--- src/rtl/mac_result_quantizer.sv ---
// mac_result_quantizer: drains one mkMACBuff block, requantizes each result
// into a local buffer and replays it to the next layer over ready/valid.
module mac_result_quantizer #(
    parameter int RES_WIDTH = 34,
    parameter int OUT_WIDTH = 16,
    parameter int DEPTH     = 64,
    parameter int LOGDEPTH  = 6
) (
    input  logic                 CLK,
    input  logic                 RST_N,
    input  logic                 EN_start,
    output logic                 RDY_start,
    input  logic [4:0]           shift_amt,
    input  logic                 RDY_blockRead,
    output logic                 EN_blockRead,
    input  logic                 VALID_memVal,
    input  logic [RES_WIDTH-1:0] memVal_data,
    output logic                 out_valid,
    output logic [OUT_WIDTH-1:0] out_data,
    output logic                 out_last,
    input  logic                 out_ready,
    output logic                 busy,
    output logic                 done,
    output logic                 err_extra
);

    typedef enum logic [1:0] {
        IDLE,
        REQ,
        RUN
    } state_t;

    localparam int CW = LOGDEPTH + 1;
    localparam int RW = RES_WIDTH + 1;

    localparam logic [CW-1:0] DEPTH_C = CW'(DEPTH);
    localparam logic [CW-1:0] LAST_C  = CW'(DEPTH - 1);
    localparam logic [RW-1:0] ONE_W   = RW'(1);
    localparam logic [RW-1:0] SAT_W   =
        {{(RW - OUT_WIDTH){1'b0}}, {OUT_WIDTH{1'b1}}};

    state_t               state_q, state_d;
    logic [4:0]           shift_q, shift_d;
    logic [CW-1:0]        cap_cnt_q, cap_cnt_d;
    logic [CW-1:0]        wr_ptr_q, wr_ptr_d;
    logic [CW-1:0]        rd_ptr_q, rd_ptr_d;
    logic                 err_q, err_d;
    logic                 done_q, done_d;
    logic                 s1_valid_q, s1_valid_d;
    logic [OUT_WIDTH-1:0] s1_data_q, s1_data_d;

    logic [OUT_WIDTH-1:0] mem_q [DEPTH];

    logic [RW-1:0]        rnd_bias;
    logic [RW-1:0]        rounded;
    logic [RW-1:0]        shifted;
    logic [OUT_WIDTH-1:0] quant;

    logic                 run;
    logic                 cap_ok;
    logic                 mem_we;
    logic                 hs;

    // Round-half-up shift followed by unsigned saturation.
    always_comb begin
        rnd_bias = '0;
        if (shift_q != 5'd0) begin
            rnd_bias = ONE_W << (shift_q - 5'd1);
        end
        rounded = {1'b0, memVal_data} + rnd_bias;
        shifted = rounded >> shift_q;
        if (shifted > SAT_W) begin
            quant = '1;
        end else begin
            quant = shifted[OUT_WIDTH-1:0];
        end
    end

    // Drain side view of the buffer; data is forced to zero when nothing
    // is offered so the port has a defined value out of reset.
    always_comb begin
        run          = (state_q == RUN);
        out_valid    = run && (rd_ptr_q < wr_ptr_q);
        out_data     = '0;
        if (out_valid) begin
            out_data = mem_q[rd_ptr_q[LOGDEPTH-1:0]];
        end
        out_last     = out_valid && (rd_ptr_q == LAST_C);
        hs           = out_valid && out_ready;
        cap_ok       = run && (cap_cnt_q < DEPTH_C);
        mem_we       = s1_valid_q && (wr_ptr_q < DEPTH_C);
        RDY_start    = (state_q == IDLE);
        busy         = (state_q != IDLE);
        EN_blockRead = (state_q == REQ) && RDY_blockRead;
        done         = done_q;
        err_extra    = err_q;
    end

    // Next-state logic: FSM, capture counters and the sticky error flag.
    always_comb begin
        state_d    = state_q;
        shift_d    = shift_q;
        cap_cnt_d  = cap_cnt_q;
        wr_ptr_d   = wr_ptr_q;
        rd_ptr_d   = rd_ptr_q;
        err_d      = err_q;
        done_d     = 1'b0;
        s1_valid_d = 1'b0;
        s1_data_d  = s1_data_q;

        unique case (state_q)
            IDLE: begin
                if (EN_start) begin
                    shift_d   = shift_amt;
                    cap_cnt_d = '0;
                    wr_ptr_d  = '0;
                    rd_ptr_d  = '0;
                    err_d     = 1'b0;
                    state_d   = REQ;
                end
            end
            REQ: begin
                if (RDY_blockRead) begin
                    state_d = RUN;
                end
            end
            RUN: begin
                if (VALID_memVal && cap_ok) begin
                    s1_valid_d = 1'b1;
                    s1_data_d  = quant;
                    cap_cnt_d  = cap_cnt_q + 1'b1;
                end
                if (mem_we) begin
                    wr_ptr_d = wr_ptr_q + 1'b1;
                end
                if (hs) begin
                    rd_ptr_d = rd_ptr_q + 1'b1;
                    if (out_last) begin
                        state_d = IDLE;
                        done_d  = 1'b1;
                    end
                end
            end
            default: begin
                state_d = IDLE;
            end
        endcase

        // memVal has no backpressure, so any beat we cannot take is flagged.
        if (VALID_memVal && !cap_ok) begin
            err_d = 1'b1;
        end
    end

    // Control state register with asynchronous reset.
    always_ff @(posedge CLK or negedge RST_N) begin
        if (!RST_N) begin
            state_q    <= IDLE;
            shift_q    <= '0;
            cap_cnt_q  <= '0;
            wr_ptr_q   <= '0;
            rd_ptr_q   <= '0;
            err_q      <= 1'b0;
            done_q     <= 1'b0;
            s1_valid_q <= 1'b0;
            s1_data_q  <= '0;
        end else begin
            state_q    <= state_d;
            shift_q    <= shift_d;
            cap_cnt_q  <= cap_cnt_d;
            wr_ptr_q   <= wr_ptr_d;
            rd_ptr_q   <= rd_ptr_d;
            err_q      <= err_d;
            done_q     <= done_d;
            s1_valid_q <= s1_valid_d;
            s1_data_q  <= s1_data_d;
        end
    end

    // Result buffer; contents need no reset since pointers gate visibility.
    always_ff @(posedge CLK) begin
        if (mem_we) begin
            mem_q[wr_ptr_q[LOGDEPTH-1:0]] <= s1_data_q;
        end
    end

endmodule
--- config.mk ---
export PLATFORM = sky130hd
export DESIGN_NAME = mac_result_quantizer
export DESIGN_NICKNAME = d
export VERILOG_FILES = /design/src/rtl/mac_result_quantizer.sv
export SDC_FILE = /design/constraint.sdc
export NUM_CORES = 1
export LEC_CHECK = 0
export CAP_MARGIN = 30
export CORE_MARGIN = 2
export CORE_UTILIZATION = 45
export DETAILED_ROUTE_END_ITERATION = 12
export SLEW_MARGIN = 5
export SYNTH_ARGS = -nofsm -noshare
export SYNTH_HDL_FRONTEND = slang
export SYNTH_SLANG_ARGS = --single-unit
export TNS_END_PERCENT = 50
--- constraint.sdc ---
create_clock -name CLK -period 6.9 [get_ports CLK]
set_clock_uncertainty 0.15 [all_clocks]
set_input_delay 2.07 -clock CLK [delete_from_list [all_inputs] [get_ports CLK]]
set_output_delay 2.07 -clock CLK [all_outputs]
set_load 0.005 [all_outputs]
==> results of run 1 <==
[final timing paths]
| path | slack (ns) | endpoint | cells past startpoint | start |
|---|---|---|---|---|
| max | 0.34 | out_data[5] | 6 | rd_ptr_q[0]$_DFFE_PN0P_ |
| min | 0.38 | cap_cnt_q[6]$_DFFE_PN0P_ | 1 | cap_cnt_q[6]$_DFFE_PN0P_ |
| max reg2reg | 1.09 | s1_data_q[5]$_DFFE_PN0P_ | 16 | shift_q[0]$_DFFE_PN0P_ |
| min reg2reg | 0.38 | cap_cnt_q[6]$_DFFE_PN0P_ | 1 | cap_cnt_q[6]$_DFFE_PN0P_ |
| max in group asynchronous | 4.69 | rd_ptr_q[3]$_DFFE_PN0P_ | 2 | RST_N |
| min in group asynchronous | 1.37 | s1_data_q[8]$_DFFE_PN0P_ | 2 | RST_N |
[cell type report]
type | instances | area, um^2
Antenna cell | 3 | 7.507
Clock buffer | 139 | 2922
Clock inverter | 58 | 449.2
Fill cell | 8139 | 48820
Inverter | 23 | 86.33
Multi-Input combinational cell | 1220 | 13460
Sequential cell | 1071 | 31960
Tap cell | 1368 | 1712
Timing Repair Buffer | 222 | 2175
[worst max-delay path, cell delays in order (launching register included)]
cell and delay [ns]:
dfrtp_4 0.82, buf_4 0.44, mux4_2 0.60, mux4_2 0.61
mux4_2 0.54, and2_1 0.18, clkdlybuf4s50_1 0.43
[placed cells by master, fill, tap and decap left out, types with 10 or more instances in the layout]
master and n:
clkinv_1 31, clkbuf_1 23, mux4_2 353, o21ai_0 48
o21ai_1 10, a21oi_2 19, nand3_1 27, and2_1 22
dfrtp_2 17, mux2i_1 41, inv_1 20, nor3_1 22
xor2_1 17, clkbuf_16 110, a211oi_1 12, ha_1 41
a21oi_1 52, nand2_1 96, buf_4 127, a21o_1 15
nand4_1 24, nor2_1 194, xnor2_1 20, buf_12 27
o211ai_1 17, dfrtp_1 27, clkinv_2 15, a31oi_1 12
edfxtp_1 1024, clkdlybuf4s50_1 66
[cell families after synthesis]
family,Yosys count,share of synthesized area
DFF,1071,0.6936
and+or+nand+nor,462,0.04676
muxes,402,0.1836
AOI/OAI and AO/OA,276,0.04311
buffers and inverters,167,0.01419
adders and majority gates,42,0.01158
xor gates and xnor gates,37,0.007041
other,1,0.00008147
[sequential cells by signal, summed over array words and instances (netlist names)]
name	cells
cap_cnt_q	7
done	1
err_extra	1
mem_q	1024
rd_ptr_q	7
s1_data_q	16
s1_valid_q	1
shift_q	5
state_q	2
wr_ptr_q	7
[layer usage]
layer	up-vias	global-route usage
li1	10540	-
met1	12900	0.3056
met2	827	0.3699
met3	171	0.02909
met4	2	0.06605
met5	-	0
[where the power goes]
| group | total, mW | switching [mW] | internal (mW) |
|---|---|---|---|
| clock | 5.56 | 2.39 | 3.17 |
| sequential | 8.23 | 0.392 | 7.84 |
| combinational | 5.00 | 2.90 | 2.10 |
| total | 18.8 | 5.69 | 13.1 |
[repair_timing]
item                                    CTS  global route
setup buffers                             0             1
hold buffers                              0             0
endpoints found under the setup margin    0             3
==> qor.csv, run 1 <==
metric,value,unit
Post-Syn Instances,2458,
# resized after CTS,0,
DR pass1 iterations,6,
Setup CP Type,reg -> out,
post-route insts no fill,4104,
post-place setup slack,0.1459,ns
ys flop type,edfxtp_1,
synthesis warning total,0,
global route overflow,0,
Post-Syn Nets,2545,
"Power, Total",18.79,mW
worst relative slew slack,0.3656,
crit-path max FO,18,
number of flops mapped to enable cells by yosys,1024,
DR WL met3,6.204,mm
Worst Hold Slack,0.3815,ns
wl on met1,48.06,mm
Clock Sinks,1071,
initial drt markers,2331,
worst setup margin,0.3401,ns
most common cell in the synthesized netlist,edfxtp_1,
WP data required,4.68,ns
outcome,"complete, no violations",
period utilisation layout,0.9507,
register area share after synthesis,0.6936,
Finished Cell Area,52770,um^2
Die X-Extent,323.8,um
routed wire length,114.2,mm
synth-to-layout area growth,14.66,%
endpoints failing setup,0,
DP Cell Count,3901,
I/O Pins,68,
Final TNS setup,0,ns
Die ar.,104900,um^2
Initial Utilization,0.4530,
total track usage,0.2214,
core area,101600,um^2
Synth Cell Area,46030,um^2
share of cells above drive strength 1,0.2686,
leading area contributor after synthesis,edfxtp_1,
Netlist cell types,93,
crit path capture type,primary output,
"Hold Violations, Final",0,
Final #Nets,2732,
Root Buffer,clkbuf_16,
Area after DPL,49340,um^2
top cell types by occurrence after synthesis,"1024 x edfxtp_1, 353 x mux4_2, 198 x nor2_1, 96 x nand2_1, 91 x clkbuf_1",
Worst EP arrival,4.34,ns
Die Y-Extent,323.8,um
initial antenna violation count,4,
Via-to-Cell Ratio,5.955,
Peak VDD IR,194.9,uV
area fraction of the dominant cell type after synthesis,0.6681,
Seq cells post-synth,1071,
top sig layer,met5,
Routed WL per cell,27.83,um
startpoint types,register,
Clock Pin Slew Worst Setup and Hold Paths,0.06,ns
Final ANT Viol Nets,0,
DP HPWL,74.68,mm
DRC errors left,0,
vias in the first global route,24960,
IO Port Bufs,67,
RSZ-0062 raised after global routing,no,
CTS Buffer Depth,3,
Site Rows,117,
Power Dens Cells,356.1,nW/um^2
first-pass GRT wire length,168.7,mm
worst slew pin tran,0.9505,ns
async set-reset flop share out of synthesis,0.04388,
CTS tree,done,
clock buffer count from CTS,107,
final core occ,0.5194,
Max Freq,152.4,MHz
min cycle time layout,6.560,ns
largest net degree at the start of global routing,66,
GP Congestion,0.8823,
H-Tree Level Count,3,
met2 wire length,56.96,mm
P_leak,16.50,nW
average size of a mapped cell,18.73,um^2
Vias,24440,
Worst-Skew Late Latency,0.68,ns
Max Cap Violations,0,
fin. max-slew vios,0,
worst hold path class,reg -> reg,
synth top area cells,"edfxtp_1 67%, mux4_2 17%, dfrtp_1 2.6%",
Note: power is estimated with default switching activity, not from simulation.
==> run 2: changes to the inputs <==
--- a/config.mk
+++ b/config.mk
@@ -9,6 +9,7 @@
 export CORE_MARGIN = 2
 export CORE_UTILIZATION = 45
 export DETAILED_ROUTE_END_ITERATION = 12
+export REMOVE_ABC_BUFFERS = 1
 export SLEW_MARGIN = 5
 export SYNTH_ARGS = -nofsm -noshare
 export SYNTH_HDL_FRONTEND = slang
==> qor.csv, run 2 (synthesis gave the netlist of run 1 again) <==
metric,value,unit,change
outcome,"complete, no violations",,unchanged
worst relative slew slack,0.4593,,was 0.3656
H-Tree Level Count,3,,unchanged
synth-to-layout area growth,14.39,%,was 14.66%
Via-to-Cell Ratio,5.949,,was 5.955
worst setup margin,0.3239,ns,was 0.3401 ns
initial antenna violation count,4,,unchanged
Multi-input gate area,13450,um^2,was 13460 um^2
Power Dens Cells,354.7,nW/um^2,was 356.1 nW/um^2
RSZ-0062 raised after global routing,no,,unchanged
DR pass1 iterations,5,,was 6
startpoint types,register,,unchanged
period utilisation layout,0.9531,,was 0.9507
clock buffer count from CTS,107,,unchanged
DRC errors left,0,,unchanged
critical-path cell list,buf_12 > buf_12 > mux4_2 > mux4_2 > mux4_2 > and2_1 > clkdlybuf4s50_1,,was buf_4 > mux4_2 > mux4_2 > mux4_2 > and2_1 > clkdlybuf4s50_1
initial drt markers,2382,,was 2331
Worst EP arrival,4.36,ns,was 4.34 ns
Max Cap Violations,0,,unchanged
WHS Path Cells,1,,unchanged
CTS tree,done,,unchanged
Worst path most repeated cell,mux4_2,,unchanged
DP Cell Count,3889,,was 3901
crit path capture type,primary output,,unchanged
final core occ,0.5182,,was 0.5194
Final TNS setup,0,ns,unchanged
Peak VDD IR,231.0,uV,was 194.9 uV
global route overflow,0,,unchanged
Final ANT Viol Nets,0,,unchanged
WP data required,4.68,ns,about the same
Routed WL per cell,28.00,um,was 27.83 um
first-pass GRT wire length,168.9,mm,was 168.7 mm
post-route insts no fill,4087,,was 4104
IO Port Bufs,67,,unchanged
Die Y-Extent,323.8,um,unchanged
endpoints failing setup,0,,unchanged
Root Buffer,clkbuf_16,,unchanged
Max Freq,152.1,MHz,was 152.4 MHz
max FFs per register,1024,,unchanged
post-place setup slack,0.1721,ns,was 0.1459 ns
core area,101600,um^2,unchanged
R2R cell count,17,,was 16
vias in the first global route,25030,,was 24960
Worst-Skew Late Latency,0.68,ns,about the same
P_leak,16.42,nW,was 16.50 nW
crit-path max FO,37,,was 18
Initial Utilization,0.4530,,unchanged
min cycle time layout,6.576,ns,was 6.560 ns
"Slowest-stage cell, CP",dfrtp_4,,unchanged
Die ar.,104900,um^2,unchanged
I/O Pins,68,,unchanged
worst slew pin tran,0.7906,ns,was 0.9505 ns
Clock Pin Slew Worst Setup and Hold Paths,0.06,ns,about the same
routed wire length,114.4,mm,was 114.2 mm
"Setup Fix Bufs, Post-CTS",0,,unchanged
DP HPWL,73.38,mm,was 74.68 mm
worst hold path class,reg -> reg,,unchanged
register area,31960,um^2,about the same
Die X-Extent,323.8,um,unchanged
Setup CP Type,reg -> out,,unchanged
Final #Nets,2720,,was 2732
hold_sp,cap_cnt_q[0]$_DFFE_PN0P_,,was cap_cnt_q[6]$_DFFE_PN0P_
hold path endpoint,cap_cnt_q[0]$_DFFE_PN0P_,,was cap_cnt_q[6]$_DFFE_PN0P_
Vias,24320,,was 24440
total track usage,0.2224,,was 0.2214
"most common cell after layout, fill and taps aside",edfxtp_1,,unchanged
Clock Sinks,1071,,unchanged
Site Rows,117,,unchanged
worst r2r dst,s1_data_q[4]$_DFFE_PN0P_,,was s1_data_q[5]$_DFFE_PN0P_
CTS Buffer Depth,3,,unchanged
fill count,8052,,was 8139
"Hold Violations, Final",0,,unchanged
# resized after CTS,0,,unchanged
GP Congestion,0.8686,,was 0.8823
largest net degree at the start of global routing,77,,was 66
Reg-to-Reg Start,shift_q[1]$_DFFE_PN0P_,,was shift_q[0]$_DFFE_PN0P_
fin. max-slew vios,0,,unchanged
share of cells above drive strength 1,0.2613,,was 0.2686
most frequent cells in the layout,"1024 x edfxtp_1, 353 x mux4_2, 198 x nor2_1",,"was 1024 x edfxtp_1, 353 x mux4_2, 194 x nor2_1"
Worst R2R Setup Slack,0.97,ns,was 1.09 ns
Worst Hold Slack,0.3906,ns,was 0.3815 ns
Max stage delay on crit path,0.79,ns,was 0.82 ns
CTS Hold Bufs,0,,unchanged
[run 2: worst max-delay path, delay by kind of cell, from the launching register on]
kind | cells | cell delay, ns
flip-flops | 1 | 0.79
AND/OR/NAND/NOR | 1 | 0.19
multiplexers | 3 | 1.61
buffers and inverters | 3 | 1.05
[run 2: worst max-delay path by stage]
| stage | end | slack [ns] | from | cells past startpoint |
|---|---|---|---|---|
| after floorplan | out_data[0] | -6.82 | rd_ptr_q[0]$_DFFE_PN0P_ | 4 |
| after CTS | out_data[12] | 0.20 | rd_ptr_q[0]$_DFFE_PN0P_ | 7 |
| after global placement | s1_data_q[4]$_DFFE_PN0P_ | 0.20 | memVal_data[0] | 17 |
| after detailed placement | s1_data_q[4]$_DFFE_PN0P_ | 0.17 | memVal_data[0] | 17 |
| final | out_data[12] | 0.32 | rd_ptr_q[0]$_DFFE_PN0P_ | 7 |
| after global routing | out_data[12] | 0.09 | rd_ptr_q[0]$_DFFE_PN0P_ | 7 |
[run 2: per-stage QoR]
stage / area, um^2 / total power, mW
detailed placement: 49270 / 13.32
finish: 52650 / 18.68
global placement: 48980 / 13.10
global route: 52640 / 19.42
floorplan: 45460 / 12.37
CTS: 52580 / 18.81
[run 2: area by class of cell]
class | instances | area share
Sequential cell | 1071 | 0.6071
Multi-Input combinational cell | 1220 | 0.2555
Clock buffer | 133 | 0.05369
Timing Repair Buffer | 210 | 0.04026
Tap cell | 1368 | 0.03251
Clock inverter | 60 | 0.009221
Inverter | 23 | 0.001640
Antenna cell | 2 | 0.00009506
[run 2: where the power goes]
group | total, mW | leakage [nW] | switching [mW] | internal [mW]
Sequential | 8.23 | 9.54 | 0.393 | 7.84
Combinational | 4.93 | 5.27 | 2.85 | 2.08
Clock | 5.51 | 1.61 | 2.36 | 3.15
Total | 18.7 | 16.4 | 5.61 | 13.1
[run 2: metal layers]
layer / wire length, um / track usage
met2: 57700 / 0.3775
met3: 6058 / 0.02785
met5: 27 / 0
met1: 47800 / 0.3049
met4: 2838 / 0.06132
